## src/rtl/toy_bpu_fe_ctrl_if.sv

```systemverilog
// Purpose: bundles the flow-control, flush, restart-handshake and credit signals of the BPU front-end controller.
// Latency: none; this is only a signal container.
// Backpressure: bpu_redirect_vld/bpu_redirect_rdy handshake; the controller uses the slave modport.
interface toy_bpu_fe_ctrl_if #(
    parameter int ADDR_WIDTH   = 32,
    parameter int CREDIT_DEPTH = 8
);
    localparam int CW = $clog2(CREDIT_DEPTH + 1);

    logic                  be_redirect_vld;
    logic [ADDR_WIDTH-1:0] be_redirect_pc;
    logic                  ras_chgflw_vld;
    logic [ADDR_WIDTH-1:0] ras_chgflw_pc;
    logic                  filter_enqueue;
    logic [ADDR_WIDTH-1:0] filter_enqueue_pc;
    logic                  fq_dequeue;
    logic                  fe_ctrl_be_chgflw;
    logic                  fe_ctrl_ras_chgflw;
    logic                  flush;
    logic                  bpu_redirect_vld;
    logic                  bpu_redirect_rdy;
    logic [ADDR_WIDTH-1:0] bpu_redirect_pc;
    logic                  fetch_queue_rdy;
    logic [CW-1:0]         credit_cnt;
    logic [ADDR_WIDTH-1:0] last_enq_pc;
    logic                  err;

    // Driver side: the environment around the controller.
    modport master (
        output be_redirect_vld, be_redirect_pc, ras_chgflw_vld, ras_chgflw_pc,
        output filter_enqueue, filter_enqueue_pc, fq_dequeue, bpu_redirect_rdy,
        input  fe_ctrl_be_chgflw, fe_ctrl_ras_chgflw, flush, bpu_redirect_vld,
        input  bpu_redirect_pc, fetch_queue_rdy, credit_cnt, last_enq_pc, err
    );

    // Controller side.
    modport slave (
        input  be_redirect_vld, be_redirect_pc, ras_chgflw_vld, ras_chgflw_pc,
        input  filter_enqueue, filter_enqueue_pc, fq_dequeue, bpu_redirect_rdy,
        output fe_ctrl_be_chgflw, fe_ctrl_ras_chgflw, flush, bpu_redirect_vld,
        output bpu_redirect_pc, fetch_queue_rdy, credit_cnt, last_enq_pc, err
    );
endinterface

```

## src/rtl/toy_bpu_fe_ctrl.sv

```systemverilog
// Purpose: arbitrates backend/RAS change-of-flow, flushes the queues, sequences the BPU restart, tracks fetch-queue credits.
// Latency: hold signals are combinational; flush one cycle after a redirect; restart request after FLUSH_CYCLES more (RAS: next cycle).
// Backpressure: restart request held until bpu_redirect_rdy; fetch_queue_rdy drops when no credits remain.
module toy_bpu_fe_ctrl #(
    parameter int ADDR_WIDTH   = 32,
    parameter int CREDIT_DEPTH = 8,
    parameter int FLUSH_CYCLES = 2
) (
    input  logic               clk,
    input  logic               rst,
    toy_bpu_fe_ctrl_if.slave   bus
);
    localparam int CW = $clog2(CREDIT_DEPTH + 1);
    localparam int FW = $clog2(FLUSH_CYCLES + 1);
    localparam logic [CW-1:0] CREDIT_FULL = CW'(CREDIT_DEPTH);
    localparam logic [FW-1:0] FLUSH_LOAD  = FW'(FLUSH_CYCLES - 1);

    typedef enum logic [1:0] {
        ST_RUN      = 2'd0,
        ST_FLUSH    = 2'd1,
        ST_REDIRECT = 2'd2
    } state_e;

    state_e                state_q, state_d;
    logic [FW-1:0]         fcnt_q, fcnt_d;
    logic [ADDR_WIDTH-1:0] pc_q, pc_d;
    logic                  flush_q, flush_d;
    logic [CW-1:0]         credit_q, credit_d;
    logic [ADDR_WIDTH-1:0] last_q, last_d;
    logic                  err_q, err_d;

    logic be_chg;
    logic ras_chg;
    logic enq_acc;
    logic deq_acc;
    logic redir_acc;

    // Filter hold whenever a backend redirect is seen or a restart is in progress;
    // the RAS target is only selected in RUN and only when the backend is quiet.
    assign be_chg  = bus.be_redirect_vld | (state_q != ST_RUN);
    assign ras_chg = bus.ras_chgflw_vld & (state_q == ST_RUN) & ~bus.be_redirect_vld;
    assign enq_acc = bus.filter_enqueue & ~be_chg;
    assign deq_acc = bus.fq_dequeue & (state_q == ST_RUN);

    assign bus.fe_ctrl_be_chgflw  = be_chg;
    assign bus.fe_ctrl_ras_chgflw = ras_chg;
    assign bus.flush              = flush_q;
    assign bus.bpu_redirect_vld   = (state_q == ST_REDIRECT);
    assign bus.bpu_redirect_pc    = pc_q;
    assign bus.fetch_queue_rdy    = (credit_q != '0);
    assign bus.credit_cnt         = credit_q;
    assign bus.last_enq_pc        = last_q;
    assign bus.err                = err_q;

    // Next-state, restart-PC, flush pulse and credit bookkeeping.
    always_comb begin
        state_d   = state_q;
        fcnt_d    = fcnt_q;
        pc_d      = pc_q;
        flush_d   = 1'b0;
        credit_d  = credit_q;
        last_d    = last_q;
        err_d     = err_q;
        redir_acc = 1'b0;

        case (state_q)
            ST_RUN: begin
                if (bus.be_redirect_vld) begin
                    pc_d      = bus.be_redirect_pc;
                    fcnt_d    = FLUSH_LOAD;
                    state_d   = ST_FLUSH;
                    redir_acc = 1'b1;
                end else if (bus.ras_chgflw_vld && bus.filter_enqueue) begin
                    // The corrected block already went in with the RAS target; only
                    // younger work must be dropped, so no FLUSH wait is needed.
                    pc_d      = bus.ras_chgflw_pc;
                    state_d   = ST_REDIRECT;
                    redir_acc = 1'b1;
                end
            end
            ST_FLUSH: begin
                if (bus.be_redirect_vld) begin
                    pc_d      = bus.be_redirect_pc;
                    fcnt_d    = FLUSH_LOAD;
                    redir_acc = 1'b1;
                end else if (fcnt_q == '0) begin
                    state_d = ST_REDIRECT;
                end else begin
                    fcnt_d = fcnt_q - FW'(1);
                end
            end
            ST_REDIRECT: begin
                // A backend redirect voids a coincident handshake.
                if (bus.be_redirect_vld) begin
                    pc_d      = bus.be_redirect_pc;
                    fcnt_d    = FLUSH_LOAD;
                    state_d   = ST_FLUSH;
                    redir_acc = 1'b1;
                end else if (bus.bpu_redirect_rdy) begin
                    state_d = ST_RUN;
                end
            end
            default: begin
                state_d = ST_RUN;
            end
        endcase

        flush_d = redir_acc;

        if (enq_acc) begin
            last_d = bus.filter_enqueue_pc;
        end

        if (redir_acc) begin
            credit_d = CREDIT_FULL;
        end else if (enq_acc && deq_acc) begin
            credit_d = credit_q;
        end else if (enq_acc) begin
            if (credit_q == '0) begin
                err_d = 1'b1;
            end else begin
                credit_d = credit_q - CW'(1);
            end
        end else if (deq_acc) begin
            if (credit_q == CREDIT_FULL) begin
                err_d = 1'b1;
            end else begin
                credit_d = credit_q + CW'(1);
            end
        end
    end

    // State and datapath registers; reset lands in RUN with a full credit pool.
    always_ff @(posedge clk or posedge rst) begin
        if (rst) begin
            state_q  <= ST_RUN;
            fcnt_q   <= '0;
            pc_q     <= '0;
            flush_q  <= 1'b0;
            credit_q <= CREDIT_FULL;
            last_q   <= '0;
            err_q    <= 1'b0;
        end else begin
            state_q  <= state_d;
            fcnt_q   <= fcnt_d;
            pc_q     <= pc_d;
            flush_q  <= flush_d;
            credit_q <= credit_d;
            last_q   <= last_d;
            err_q    <= err_d;
        end
    end
endmodule

```

## src/flat_wrapper.sv

```systemverilog
// flat-port wrapper written by rule: the top's interface ports become plain ports
module toy_bpu_fe_ctrl_flat 
#(
    parameter int ADDR_WIDTH   = 32,
    parameter int CREDIT_DEPTH = 8,
    parameter int FLUSH_CYCLES = 2
)
  (clk, rst, bus_be_redirect_vld, bus_be_redirect_pc, bus_ras_chgflw_vld, bus_ras_chgflw_pc, bus_filter_enqueue, bus_filter_enqueue_pc, bus_fq_dequeue, bus_bpu_redirect_rdy, bus_fe_ctrl_be_chgflw, bus_fe_ctrl_ras_chgflw, bus_flush, bus_bpu_redirect_vld, bus_bpu_redirect_pc, bus_fetch_queue_rdy, bus_credit_cnt, bus_last_enq_pc, bus_err);
  toy_bpu_fe_ctrl_if #(.ADDR_WIDTH(ADDR_WIDTH), .CREDIT_DEPTH(CREDIT_DEPTH)) bus_i ();
  input  logic clk;
  input  logic rst;
  input wire logic [$bits(bus_i.be_redirect_vld)-1:0] bus_be_redirect_vld;
  input wire logic [$bits(bus_i.be_redirect_pc)-1:0] bus_be_redirect_pc;
  input wire logic [$bits(bus_i.ras_chgflw_vld)-1:0] bus_ras_chgflw_vld;
  input wire logic [$bits(bus_i.ras_chgflw_pc)-1:0] bus_ras_chgflw_pc;
  input wire logic [$bits(bus_i.filter_enqueue)-1:0] bus_filter_enqueue;
  input wire logic [$bits(bus_i.filter_enqueue_pc)-1:0] bus_filter_enqueue_pc;
  input wire logic [$bits(bus_i.fq_dequeue)-1:0] bus_fq_dequeue;
  input wire logic [$bits(bus_i.bpu_redirect_rdy)-1:0] bus_bpu_redirect_rdy;
  output wire logic [$bits(bus_i.fe_ctrl_be_chgflw)-1:0] bus_fe_ctrl_be_chgflw;
  output wire logic [$bits(bus_i.fe_ctrl_ras_chgflw)-1:0] bus_fe_ctrl_ras_chgflw;
  output wire logic [$bits(bus_i.flush)-1:0] bus_flush;
  output wire logic [$bits(bus_i.bpu_redirect_vld)-1:0] bus_bpu_redirect_vld;
  output wire logic [$bits(bus_i.bpu_redirect_pc)-1:0] bus_bpu_redirect_pc;
  output wire logic [$bits(bus_i.fetch_queue_rdy)-1:0] bus_fetch_queue_rdy;
  output wire logic [$bits(bus_i.credit_cnt)-1:0] bus_credit_cnt;
  output wire logic [$bits(bus_i.last_enq_pc)-1:0] bus_last_enq_pc;
  output wire logic [$bits(bus_i.err)-1:0] bus_err;
  assign bus_i.be_redirect_vld = bus_be_redirect_vld;
  assign bus_i.be_redirect_pc = bus_be_redirect_pc;
  assign bus_i.ras_chgflw_vld = bus_ras_chgflw_vld;
  assign bus_i.ras_chgflw_pc = bus_ras_chgflw_pc;
  assign bus_i.filter_enqueue = bus_filter_enqueue;
  assign bus_i.filter_enqueue_pc = bus_filter_enqueue_pc;
  assign bus_i.fq_dequeue = bus_fq_dequeue;
  assign bus_i.bpu_redirect_rdy = bus_bpu_redirect_rdy;
  assign bus_fe_ctrl_be_chgflw = bus_i.fe_ctrl_be_chgflw;
  assign bus_fe_ctrl_ras_chgflw = bus_i.fe_ctrl_ras_chgflw;
  assign bus_flush = bus_i.flush;
  assign bus_bpu_redirect_vld = bus_i.bpu_redirect_vld;
  assign bus_bpu_redirect_pc = bus_i.bpu_redirect_pc;
  assign bus_fetch_queue_rdy = bus_i.fetch_queue_rdy;
  assign bus_credit_cnt = bus_i.credit_cnt;
  assign bus_last_enq_pc = bus_i.last_enq_pc;
  assign bus_err = bus_i.err;
  toy_bpu_fe_ctrl #(.ADDR_WIDTH(ADDR_WIDTH), .CREDIT_DEPTH(CREDIT_DEPTH), .FLUSH_CYCLES(FLUSH_CYCLES)) u_core (.clk(clk), .rst(rst), .bus(bus_i));
endmodule
```

## config.mk

```make
export PLATFORM = sky130hd
export DESIGN_NAME = toy_bpu_fe_ctrl_flat
export DESIGN_NICKNAME = d
export VERILOG_FILES = /design/src/rtl/toy_bpu_fe_ctrl_if.sv /design/src/rtl/toy_bpu_fe_ctrl.sv /design/src/flat_wrapper.sv
export SDC_FILE = /design/constraint.sdc
export NUM_CORES = 1
export LEC_CHECK = 0
export CAP_MARGIN = 15
export CORE_AREA = 4 4 96 98
export DETAILED_ROUTE_END_ITERATION = 8
export DIE_AREA = 0 0 100 102
export PLACE_DENSITY = 0.91
export RECOVER_POWER = 50
export SLEW_MARGIN = 40
export SYNTH_ARGS = -nofsm -noshare
export SYNTH_HDL_FRONTEND = slang
export SYNTH_SLANG_ARGS = --single-unit
```

## constraint.sdc

```tcl
create_clock -name clk -period 6.5 [get_ports clk]
set_clock_uncertainty 0.05 [all_clocks]
set_input_delay 1.625 -clock clk [delete_from_list [all_inputs] [get_ports clk]]
set_output_delay 1.625 -clock clk [all_outputs]
set_load 0.05 [all_outputs]
```

# Word-level counts from Yosys, hierarchy flattened
# Cells that the tools add are included.
# word_totals
reg_bits,74
elab_cells,81
# op_classes
bitwise,9
mux,29
n_reduce_logical,19
n_eq_ne,14
addsub,3
# ops
op,n
32-bit 2-to-1 mux,3
32-bit one-hot mux with 2 select lines,1
4-bit 2-to-1 mux,6
2-bit 2-to-1 mux,9
2-bit nonzero test,5
"3-bit != test, second input constant",3
"2-bit by 1-bit != test with 1-bit output, second input constant",4
4-bit AND reduction,2
1-bit 2-to-1 mux,7
2-bit one-hot mux with 3 select lines,1
3-bit AND reduction,2
5-bit AND reduction,1
"4-bit by 1-bit adder with 4-bit output, second input constant",1
1-bit bitwise AND,4
"4-bit equality test, second input constant",1
2-bit logical NOT,2
4-bit logical NOT,1
"2-bit != test, second input constant",2
1-bit inverter,4
2-bit one-hot mux with 2 select lines,1
4-bit nonzero test,1
2-bit OR reduction,2
"4-bit by 1-bit subtractor with 4-bit output, second input constant",1
"3-bit by 1-bit != test with 1-bit output, second input constant",1
8 further kinds,9

# Logic depth before layout (Yosys ltp)
# Gate-level depths: netlist of the first run.
# depth
ltp_word,7
depth_mapped,12
ltp_nobuf,9

# Worst setup path before layout of the first run
# Ideal clock, no wire load.
# synth_path
path_kind,input-to-output
from,input port bus_be_redirect_vld
to,output port bus_fe_ctrl_ras_chgflw
path_buffers,0
arrival_ns,2.314
t_required_ns,4.825
cell_stages,2
slack_ns,2.511
cell_sequence,and2b_4 -> and2_1
# synth_between
elab_chain_len,2
# synth_rtl
item,line_no,text
"start, declared",flat_wrapper.sv:12,input wire logic [$bits(bus_i.be_redirect_vld)-1:0] bus_be_redirect_vld;
1-bit inverter,toy_bpu_fe_ctrl.sv:41,assign ras_chg = bus.ras_chgflw_vld & (state_q == ST_RUN) & ~bus.be_redirect_vld;
1-bit bitwise AND,toy_bpu_fe_ctrl.sv:41,
"end, declared",flat_wrapper.sv:21,output wire logic [$bits(bus_i.fe_ctrl_ras_chgflw)-1:0] bus_fe_ctrl_ras_chgflw;
# Every way passes these cells.

# Final worst setup path of the first run
# Same ends and word-level chain as after synthesis.

==> summary.txt, run 1 <==
Layout
  – Share of cells above drive strength 1: 0.0998
  – Cell Count, Final, Fillers Out: 639
  – NumNets Final: 636
  – Ant diodes: 0
  – Layout Utilization: 0.661
  – Area grow syn2layout: 56.4%

STA
  – Min Tclk post-route: 5.36 ns
  – Fmax: 0.187 GHz
  – Final Hold Viols: 0
  – Final Cycle Share: 0.825
  – Fin Setup TNS: 0 ns
  – Slew @ Worst Pin: 2.26 ns
  – Final setup vio count: 0
  – Slew Limit Fails: 46
  – Slew headroom: -0.506
  – RSZ-0062 raised after global routing: false

Setup path
  – CP required: 4.83 ns
  – Crit-path slowest cell: clkdlybuf4s50_1
  – Critical Path Fanout Max: 13
  – CP endpoint kind: primary output
  – WS Path Type: in2out
  – Worst EP arrival: 3.69 ns
  – Launching point of the worst reg2reg path: u_core.state_q[0]
  – R2R Path End: u_core.bus.credit_cnt[3]
  – CP peak stage delay: 0.81 ns
  – Critical path endpoint: bus_fe_ctrl_ras_chgflw
  – R2R depth: 8
  – Crit start category: input port
  – Critical Path Start: bus_be_redirect_vld
  – R2R Setup Slk: 3.33 ns
  – Worst-path cell chain: dlygate4sd3_1 -> and2b_1 -> and2_1 -> clkdlybuf4s50_1

Synth
  – Adder-cell share of the synthesized area: 0.0245
  – Yosys warnings: 0
  – Post-synthesis instance total: 356
  – Post-synth EDFFs: 0
  – Synth Area in Compound Gates: 0.126
  – Largest area contributor in the netlist: dfrtp_1
  – Synthesized area: 3580 um2
  – Top FF cell, synth: dfrtp_1
  – Count leader, synth: nand2_1
  – Syn_area_per_cell: 10.0 um2
  – Yosys reg bits: 74
  – Share of the synthesized area in the top cell type: 0.511
  – Syn Nets: 466
  – Synth area leaders: dfrtp_1, nand2_1, mux2i_1, a21oi_2, nor2_1
  – Synth Area in XOR/XNOR: 0.00490
  – Simple-Gate Fraction of Synth Area: 0.181
  – Largest family of logic cells by synthesized area: simple AND/OR/NAND/NOR gates
  – Most instantiated cells after synthesis: nand2_1, dfrtp_1, mux2i_1
  – Register area share after synthesis: 0.518
  – Distinct cells, synth: 43
  – Post-synth ARST share: 1.00
  – Multiplexer share of the synthesized area: 0.0980

Power and ir drop
  – Maximum vdd drop: 0.000404 V
  – Tot Pwr: 3.11 mW
  – Pwr Density: 557 nW/um2
  – Leak: 2.47 nW

Hold path
  – Worst Hold Class: reg2reg
  – HP Start: u_core.bus.err

Clock tree
  – Post-CTS setup buffers: 0
  – Hold_buf cts: 0
  – CTS sink count: 74
  – Num CTS Buffers: 9
  – Clk_lat worst skew: 0.34 ns
  – TritonCTS clock tree: built
  – CTS root buffer: clkbuf_8
  – CTS Buffer Depth: 2
  – Post-CTS sizing: 0
  – CTS H-tree lvls: 3
  – Reg clk slew, reported paths: 0.07 ns

Drt
  – Number of routed nets with antenna violations: 0
  – Wirelength per Cell: 14.3 um
  – First-pass DRT Iterations: 4
  – Via/cell ratio: 4.94
  – Via count: 3,156
  – DRC Markers: 0
  – Overall routed net length: 9170 um
  – Iteration-0 DRC Markers: 38

Place
  – RD Place Congestion: 0.878
  – Post-DP HPWL: 7250 um
  – DP Cell Count: 623
  – Port-buffer cells: 176

Floorplan
  – Ports: 177
  – Std-Cell Rows: 34
  – Core region area: 8470 um2
  – Die X: 100 um
  – Die Ht: 102 um
  – Total die area: 10,200 um2
  – Initial Util: 0.422

Outcome
  – Failing checks: max-capacitance violations, max-slew violations
  – Status: finished with violations

GRT
  – Grt ovf: 0
  – First-pass GRT wire length: 14,500 um
  – Largest net degree at the start of global routing: 65
  – Tot GR Track Use: 0.177
  – Vias in the first global route: 3,199
  – Initial antenna violation count: 0

Run
  – Total of max-cap violations: 1
[where the power goes]
group	total (mW)	switching, mW	internal [mW]
logic	1.93	1.29	0.640
registers	0.791	0.113	0.679
clock network	0.398	0.178	0.220
total	3.11	1.58	1.54
[critical path: cells and delay by family]
kind / cells / cell delay, ns
buf+inv: 2 / 1.52
simple gates: 2 / 0.54
[placed cells by master (no fill, tap or decap), types with 2 or more instances in the layout]
| cell | synthesis | routed |
|---|---|---|
| nand3_1 | 3 | 3 |
| a21o_1 | 3 | 3 |
| o21ai_0 | 6 | 6 |
| nand2_1 | 100 | 100 |
| bufinv_16 | 0 | 2 |
| nor2_1 | 33 | 33 |
| xnor2_1 | 2 | 2 |
| a21oi_1 | 7 | 7 |
| clkbuf_8 | 0 | 9 |
| dlygate4sd3_1 | 0 | 34 |
| a211oi_1 | 2 | 2 |
| inv_2 | 2 | 2 |
| mux2i_1 | 35 | 35 |
| or3_1 | 2 | 2 |
| clkdlybuf4s50_1 | 0 | 142 |
| ha_1 | 7 | 7 |
| nor4_1 | 2 | 2 |
| inv_1 | 8 | 8 |
| a21oi_2 | 28 | 28 |
| dfrtp_1 | 73 | 73 |
[cell type report]
type | count | area (um2)
clock buffers | 9 | 124
clock inverters | 7 | 101
fillers | 660 | 2870
inverters | 10 | 37.5
multi-input cells | 252 | 1550
flip-flops and latches | 74 | 1850
well taps | 108 | 135
repair buffers | 179 | 1790
[how the worst min path moves through the flow]
stage | end | slack, ns | cells after the start
4_1_cts | u_core.bus.err | 0.42 | 1
5_1_grt | u_core.bus.err | 0.43 | 1
3_5_place_dp | u_core.bus.err | 0.40 | 1
3_3_place_gp | u_core.bus.err | 0.40 | 1
6_report | u_core.bus.err | 0.42 | 1
2_1_floorplan | u_core.fcnt_q[1] | 0.42 | 2
[metal layers]
| layer | wire length, um | track usage | vias to the layer above |
|---|---|---|---|
| met5 | 0 | 0 | - |
| met4 | 160 | 0.0674 | 0 |
| met3 | 980 | 0.0580 | 17 |
| met2 | 4440 | 0.311 | 159 |
| met1 | 3590 | 0.203 | 1453 |
| li1 | - | - | 1527 |
[state kept, by name, indices dropped and copies added, names as in the netlist]
name,count
u_core.bus.bpu_redirect_pc,32
u_core.bus.last_enq_pc,32
u_core.bus.credit_cnt,4
u_core.fcnt_q,2
u_core.state_q,2
u_core.bus.err,1
u_core.bus.flush,1
[kinds of logic after synthesis]
family | count (synthesis)
AOI/OAI and AO/OA | 56
muxes | 35
adders and majority gates | 7
and+or+nand+nor | 152
xor gates and xnor gates | 2
DFF | 74
buffers and inverters | 30
[per-stage QoR]
step                      hold WS (ns)  worst slack (ns)  area (um2)
after floorplan                  0.422              2.51        3580
after global placement           0.401              1.27        5360
after detailed placement         0.399              1.23        5370
after CTS                        0.416              1.22        5600
after global routing             0.433              1.03        5590
final                            0.418              1.14        5590
Power figures use the tool's default switching activity.
==> run 2, diff against run 1 <==
--- a/config.mk
+++ b/config.mk
@@ -6,10 +6,10 @@
 export NUM_CORES = 1
 export LEC_CHECK = 0
 export CAP_MARGIN = 15
-export CORE_AREA = 4 4 96 98
+export CORE_AREA = 4 4 99 101
 export DETAILED_ROUTE_END_ITERATION = 8
-export DIE_AREA = 0 0 100 102
-export PLACE_DENSITY = 0.91
+export DIE_AREA = 0 0 103 105
+export PLACE_DENSITY = 0.87
 export RECOVER_POWER = 50
 export SLEW_MARGIN = 40
 export SYNTH_ARGS = -nofsm -noshare
==> constraint.sdc (replaced) <==
create_clock -name clk -period 5.5 [get_ports clk]
set_clock_uncertainty 0.05 [all_clocks]
set_input_delay 1.375 -clock clk [delete_from_list [all_inputs] [get_ports clk]]
set_output_delay 1.375 -clock clk [all_outputs]
set_load 0.05 [all_outputs]
==> run 2 against run 1 <==
The run now ends clean. Critical endpoint is now bus_fe_ctrl_be_chgflw. Cell count rose by 0.63%. Final area rose by 0.67%. Clock power rose by 29%. Worst hold slack improved by 0.0041 ns. Sequential power rose by 18%. Highest routed layer unchanged. Non-clock buffer count rose by 1. Routed wire length rose by 0.68%. Critical path type unchanged.
==> summary.txt, run 2 (synthesized netlist as in run 1, its figures left out) <==
Outcome
  – Status: finished, final reports clean

STA
  – Fin Setup TNS: 0 ns (unchanged)
  – RSZ-0062 raised after global routing: false
  – Final worst setup slack: 0.589 ns (-0.551 ns)
  – Fmax: 0.204 GHz
  – Final setup vio count: 0 (unchanged)
  – Min Tclk post-route: 4.91 ns
  – Slew Limit Fails: 0 (-100%)
  – Slew headroom: 0.132 (+0.638)
  – Slew @ Worst Pin: 1.30 ns (-0.958 ns)
  – Final Hold Viols: 0 (unchanged)
  – Final Cycle Share: 0.893

GRT
  – First-pass GRT wire length: 14,600 um (+0.52%)
  – Met2 GRT Util: 0.286 (-0.0254)
  – Vias in the first global route: 3,089 (-3.4%)
  – Grt ovf: 0 (unchanged)
  – GR Util met3: 0.0567 (-0.00128)
  – Largest net degree at the start of global routing: 65 (unchanged)
  – Tot GR Track Use: 0.169 (-0.00819)
  – Initial antenna violation count: 0 (unchanged)
  – Global routing's busiest layer: met2
  – Met1 usage: 0.200 (-0.00297)

Place
  – RD Place Congestion: 0.819 (-6.7%)
  – Pre-CTS setup slack: 0.887 ns (-0.342 ns)
  – Post-DP HPWL: 7250 um (about the same)
  – Port-buffer cells: 176 (unchanged)

Drt
  – DRC Markers: 0 (unchanged)
  – Iteration-0 DRC Markers: 57 (+50%)
  – Wirelength per Cell: 14.4 um (about the same)
  – Overall routed net length: 9230 um (+0.68%)
  – Number of routed nets with antenna violations: 0 (unchanged)
  – Via count: 3,101 (-1.7%)
  – Via/cell ratio: 4.82 (-2.4%)
  – First-pass DRT Iterations: 4 (unchanged)

Floorplan
  – Core region area: 9020 um2 (+6.6%)
  – Total die area: 10,800 um2 (+6.0%)
  – Initial Util: 0.396 (-0.0260)
  – Die Ht: 105 um (+2.9%)
  – Die X: 103 um (+3.0%)
  – Ports: 177 (unchanged)
  – Std-Cell Rows: 35 (+2.9%)

Setup path
  – Crit start category: input port
  – Crit-path slowest cell: clkdlybuf4s50_1
  – R2R Path End: u_core.bus.credit_cnt[3]
  – Worst EP arrival: 3.49 ns (-0.20 ns)
  – CP endpoint kind: primary output
  – R2R Setup Slk: 2.39 ns (-0.94 ns)
  – Launching point of the worst reg2reg path: u_core.state_q[0]
  – R2R depth: 8 (unchanged)
  – Critical Path Fanout Max: 13 (unchanged)
  – WS Path Type: in2out
  – Worst-path cell chain: dlygate4sd3_1 -> clkbuf_1 -> and2b_4 -> inv_1 -> clkdlybuf4s50_1
  – CP peak stage delay: 0.82 ns (about the same)
  – CP required: 4.07 ns (-0.76 ns)

Power and ir drop
  – Leak: 2.48 nW (+0.57%)
  – Pint: 1.87 mW (+21%)
  – Flop pwr share: 0.251 (-0.003)
  – Combinational power share: 0.611 (-0.007)
  – Clock Power Share: 0.138 (+0.010)
  – Sw Share: 0.499 (-0.00719)
  – Maximum vdd drop: 0.000362 V (-10%)
  – Tot Pwr: 3.72 mW (+20%)
  – P_sw: 1.86 mW (+18%)
  – Pwr Density: 661 nW/um2 (+19%)

Clock tree
  – Post-CTS sizing: 0 (unchanged)
  – CTS Buffer Depth: 2 (unchanged)
  – CTS H-tree lvls: 3 (unchanged)
  – Reg clk slew, reported paths: 0.07 ns (about the same)
  – CTS sink count: 74 (unchanged)
  – Clk_lat worst skew: 0.34 ns (about the same)
  – Num CTS Buffers: 9 (unchanged)
  – Post-CTS setup buffers: 0 (unchanged)
  – TritonCTS clock tree: built
  – CTS root buffer: clkbuf_8
  – Hold_buf cts: 0 (unchanged)

Run
  – Total of max-cap violations: 0 (-1)

Layout
  – NumNets Final: 637 (+0.16%)
  – Most common cell after layout, fill and taps aside: clkdlybuf4s50_1
  – Share of cells above drive strength 1: 0.102 (+0.00169)
  – Commonest cells after routing, fill and taps aside: clkdlybuf4s50_1, nand2_1, dfrtp_1
  – Ant diodes: 0 (unchanged)
  – Area grow syn2layout: 57.5%

Hold path
  – Hold path depth: 1 (unchanged)
  – Worst Hold Class: reg2reg
  – Worst hold endpoint: u_core.bus.err
  – HP Start: u_core.bus.err
run 2: cell count changes in the layout (fill, tap and decap cells not counted), sizes merged:
cell and delta:
buf +1, bufinv +1, clkinv +1, clkinvlp -1
inv -1
run 2: cell type report:
| cell class | count | area, um2 |
|---|---|---|
| clock inverters | 7 | 125 |
| fillers | 741 | 3390 |
| flip-flops and latches | 74 | 1850 |
| multi-input cells | 252 | 1560 |
| repair buffers | 180 | 1800 |
| well taps | 111 | 139 |
| clock buffers | 9 | 124 |
| inverters | 10 | 37.5 |
run 2: power by group through the flow:
| stage | logic [mW] | clock network, mW | registers [mW] |
|---|---|---|---|
| CTS | 2.34 | 0.528 | 0.943 |
| finish | 2.27 | 0.514 | 0.935 |
| detailed placement | 2.34 | 0 | 0.953 |
| floorplan | 0.821 | 0 | 1.78 |
| global placement | 2.28 | 0 | 0.937 |
| global route | 2.42 | 0.556 | 0.972 |
run 2: worst max path at each step:
stage	from	endpoint	slack, ns	cells past startpoint
floorplan	bus_be_redirect_vld	bus_fe_ctrl_ras_chgflw	2.01	2
global placement	bus_be_redirect_vld	bus_fe_ctrl_ras_chgflw	0.90	5
detailed placement	bus_be_redirect_vld	bus_fe_ctrl_ras_chgflw	0.89	5
CTS	bus_be_redirect_vld	bus_fe_ctrl_ras_chgflw	0.88	5
global route	bus_be_redirect_vld	bus_fe_ctrl_be_chgflw	0.49	5
finish	bus_be_redirect_vld	bus_fe_ctrl_be_chgflw	0.59	5
run 2: worst max-delay path: cells and delay by family:
family	cells	cell delay, ns
buffers and inverters	4	1.82
AND/OR/NAND/NOR	1	0.29
run 2: metal layers:
metal / share of wire / up-vias
li1: - / 1536
met1: 0.39 / 1407
met2: 0.48 / 146
met3: 0.12 / 12
met4: 0.014 / 0
met5: 0 / -
run 2: stage by stage:
step | cells | utilization | hold slack, ns | area, um2
after floorplan | 356 | - | 0.422 | 3580
after CTS | 643 | 0.625 | 0.432 | 5630
final | 643 | 0.624 | 0.422 | 5630
after global placement | 626 | 0.595 | 0.403 | 5370
after global routing | 643 | 0.624 | 0.456 | 5630
after detailed placement | 627 | 0.597 | 0.413 | 5390
==> run 3, diff against run 2 <==
--- a/config.mk
+++ b/config.mk
@@ -10,7 +10,7 @@
 export DETAILED_ROUTE_END_ITERATION = 8
 export DIE_AREA = 0 0 103 105
 export PLACE_DENSITY = 0.87
-export RECOVER_POWER = 50
+export RECOVER_POWER = 100
 export SLEW_MARGIN = 40
 export SYNTH_ARGS = -nofsm -noshare
 export SYNTH_HDL_FRONTEND = slang
==> run 3 against run 2 <==
Cell count is the same. Fmax decreased by 0.89%. Clock power about the same. Worst hold slack lost 0.0035 ns. Register-to-register slack got worse by 0.39 ns. Clock-buffer cell count unchanged. Critical path depth unchanged. Global-route usage unchanged. Routed wire length is 0.27% lower. Total power shrank 1.4%. Final area decreased by 0.11%. Critical endpoint is now bus_fe_ctrl_ras_chgflw. Largest cell class unchanged. Largest power group unchanged. Highest routed layer unchanged.
==> summary.txt, run 3 (synthesized netlist as in run 1, its figures left out) <==
Layout
  – Ant diodes: 0 (unchanged)
  – Commonest cells after routing, fill and taps aside: clkdlybuf4s50_1, nand2_1, dlygate4sd3_1
  – Filler cells: 744 (+0.40%)
  – Most common cell after layout, fill and taps aside: clkdlybuf4s50_1
  – NumNets Final: 637 (unchanged)
  – Area grow syn2layout: 57.3%
  – Layout Utilization: 0.623 (-0.000693)
  – Share of cells above drive strength 1: 0.0977 (-0.00376)
  – Cell Count, Final, Fillers Out: 643 (unchanged)

Clock tree
  – TritonCTS clock tree: built
  – CTS H-tree lvls: 3 (unchanged)
  – Hold_buf cts: 0 (unchanged)
  – Num CTS Buffers: 9 (unchanged)
  – CTS Buffer Depth: 2 (unchanged)
  – CTS root buffer: clkbuf_8
  – Post-CTS sizing: 0 (unchanged)
  – CTS sink count: 74 (unchanged)
  – Clk_lat worst skew: 0.34 ns (about the same)
  – Post-CTS setup buffers: 0 (unchanged)
  – Reg clk slew, reported paths: 0.07 ns (about the same)

Place
  – DP Cell Count: 627 (unchanged)
  – Port-buffer cells: 176 (unchanged)
  – Post-DP HPWL: 7250 um (unchanged)
  – RD Place Congestion: 0.819 (unchanged)

STA
  – Final setup vio count: 0 (unchanged)
  – Min Tclk post-route: 4.96 ns (+0.0439 ns)
  – Slew headroom: 0.0542 (-0.0775)
  – RSZ-0062 raised after global routing: false
  – Slew Limit Fails: 0 (unchanged)
  – Slew @ Worst Pin: 1.42 ns (+0.118 ns)
  – Final Hold Viols: 0 (unchanged)
  – Fmax: 0.202 GHz (-0.89%)
  – Fin Setup TNS: 0 ns (unchanged)
  – Final Cycle Share: 0.901 (+0.00799)

Power and ir drop
  – P_sw: 1.85 mW (-0.47%)
  – Flop pwr share: 0.253 (+0.002)
  – Pwr Density: 653 nW/um2 (-1.3%)
  – Sw Share: 0.504 (+0.00474)
  – Pint: 1.82 mW (-2.3%)
  – Maximum vdd drop: 0.000363 V (+0.16%)
  – Leak: 2.50 nW (+0.78%)
  – Clock Power Share: 0.140 (+0.002)
  – Combinational power share: 0.607 (-0.004)

Floorplan
  – Die X: 103 um (unchanged)
  – Core region area: 9020 um2 (unchanged)
  – Std-Cell Rows: 35 (unchanged)
  – Die Ht: 105 um (unchanged)
  – Ports: 177 (unchanged)
  – Total die area: 10,800 um2 (unchanged)
  – Initial Util: 0.396 (unchanged)

GRT
  – Largest net degree at the start of global routing: 65 (unchanged)
  – Vias in the first global route: 3,089 (unchanged)
  – First-pass GRT wire length: 14,600 um (unchanged)
  – Grt ovf: 0 (unchanged)
  – Tot GR Track Use: 0.169 (unchanged)
  – Initial antenna violation count: 0 (unchanged)

Setup path
  – Critical Path Fanout Max: 13 (unchanged)
  – CP endpoint kind: primary output
  – Worst-path cell chain: dlygate4sd3_1 -> clkbuf_1 -> and2b_4 -> and2_1 -> dlygate4sd3_1
  – Crit-path slowest cell: dlygate4sd3_1
  – R2R Setup Slk: 2.00 ns (-0.39 ns)
  – Worst EP arrival: 3.53 ns (+0.04 ns)
  – Crit start category: input port
  – Critical Path Start: bus_be_redirect_vld
  – Crit path buf inv count: 3 (-1)
  – WS Path Type: in2out
  – CP most frequent cell: dlygate4sd3_1
  – Worst path top cell family by delay: buffers and inverters
  – Launching point of the worst reg2reg path: u_core.state_q[0]
  – CP required: 4.07 ns (about the same)
  – CP peak stage delay: 0.87 ns (+0.05 ns)

Drt
  – Iteration-0 DRC Markers: 80 (+40%)
  – Number of routed nets with antenna violations: 0 (unchanged)
  – DRC Markers: 0 (unchanged)
  – Via count: 3,112 (+0.35%)
  – First-pass DRT Iterations: 4 (unchanged)
  – Via/cell ratio: 4.84 (+0.35%)
  – Wirelength per Cell: 14.3 um (-0.27%)
  – Overall routed net length: 9200 um (-0.27%)

Hold path
  – Worst Hold Class: reg2reg
  – HP Start: u_core.bus.err

Outcome
  – Status: finished, final reports clean

Run
  – Total of max-cap violations: 0 (unchanged)
## run 3: through the flow
| step | hold WS (ns) | setup slack [ns] | cell area [um2] | power, mW |
|---|---|---|---|---|
| 6_report | 0.419 | 0.545 | 5620 | 3.67 |
| 5_1_grt | 0.455 | 0.478 | 5620 | 3.90 |
| 4_1_cts | 0.432 | 0.882 | 5630 | 3.81 |
| 3_5_place_dp | 0.413 | 0.887 | 5390 | 3.29 |
| 3_3_place_gp | 0.403 | 0.904 | 5370 | 3.22 |
| 2_1_floorplan | 0.422 | 2.01 | 3580 | 2.60 |
## run 3: routing by layer
metal  GRT usage  routed length (um)  up-vias
met4      0.0546                 112        0
met5           0                   0        -
met1       0.200                3600     1417
met3      0.0567                1060       10
met2       0.286                4430      144
li1            -                   -     1541
## run 3: area by class of cell
class,count,area [um2],area share
Multi-Input combinational cell,252,1550,0.276
Timing Repair Buffer,180,1790,0.319
Tap cell,111,139,0.0247
Sequential cell,74,1850,0.329
Clock buffer,9,124,0.0220
Clock inverter,7,125,0.0222
Inverter,10,37.5,0.00667
## run 3: path summary, 6_finish.rpt
| check | endpoint | cells after the start |
|---|---|---|
| worst max register to register | u_core.bus.credit_cnt[3] | 8 |
| worst min-delay path | u_core.bus.err | 1 |
| max in group asynchronous | u_core.bus.credit_cnt[3] | 3 |
| worst max-delay path | bus_fe_ctrl_ras_chgflw | 5 |
| worst min register to register | u_core.bus.err | 1 |
| min in group asynchronous | u_core.bus.bpu_redirect_pc[26] | 2 |
## run 3: power by group through the flow
stage / sequential [mW] / combinational (mW) / clock (mW)
after floorplan: 1.78 / 0.821 / 0
after global placement: 0.937 / 2.28 / 0
after detailed placement: 0.953 / 2.34 / 0
after CTS: 0.943 / 2.34 / 0.528
after global routing: 0.966 / 2.38 / 0.556
final: 0.929 / 2.23 / 0.513
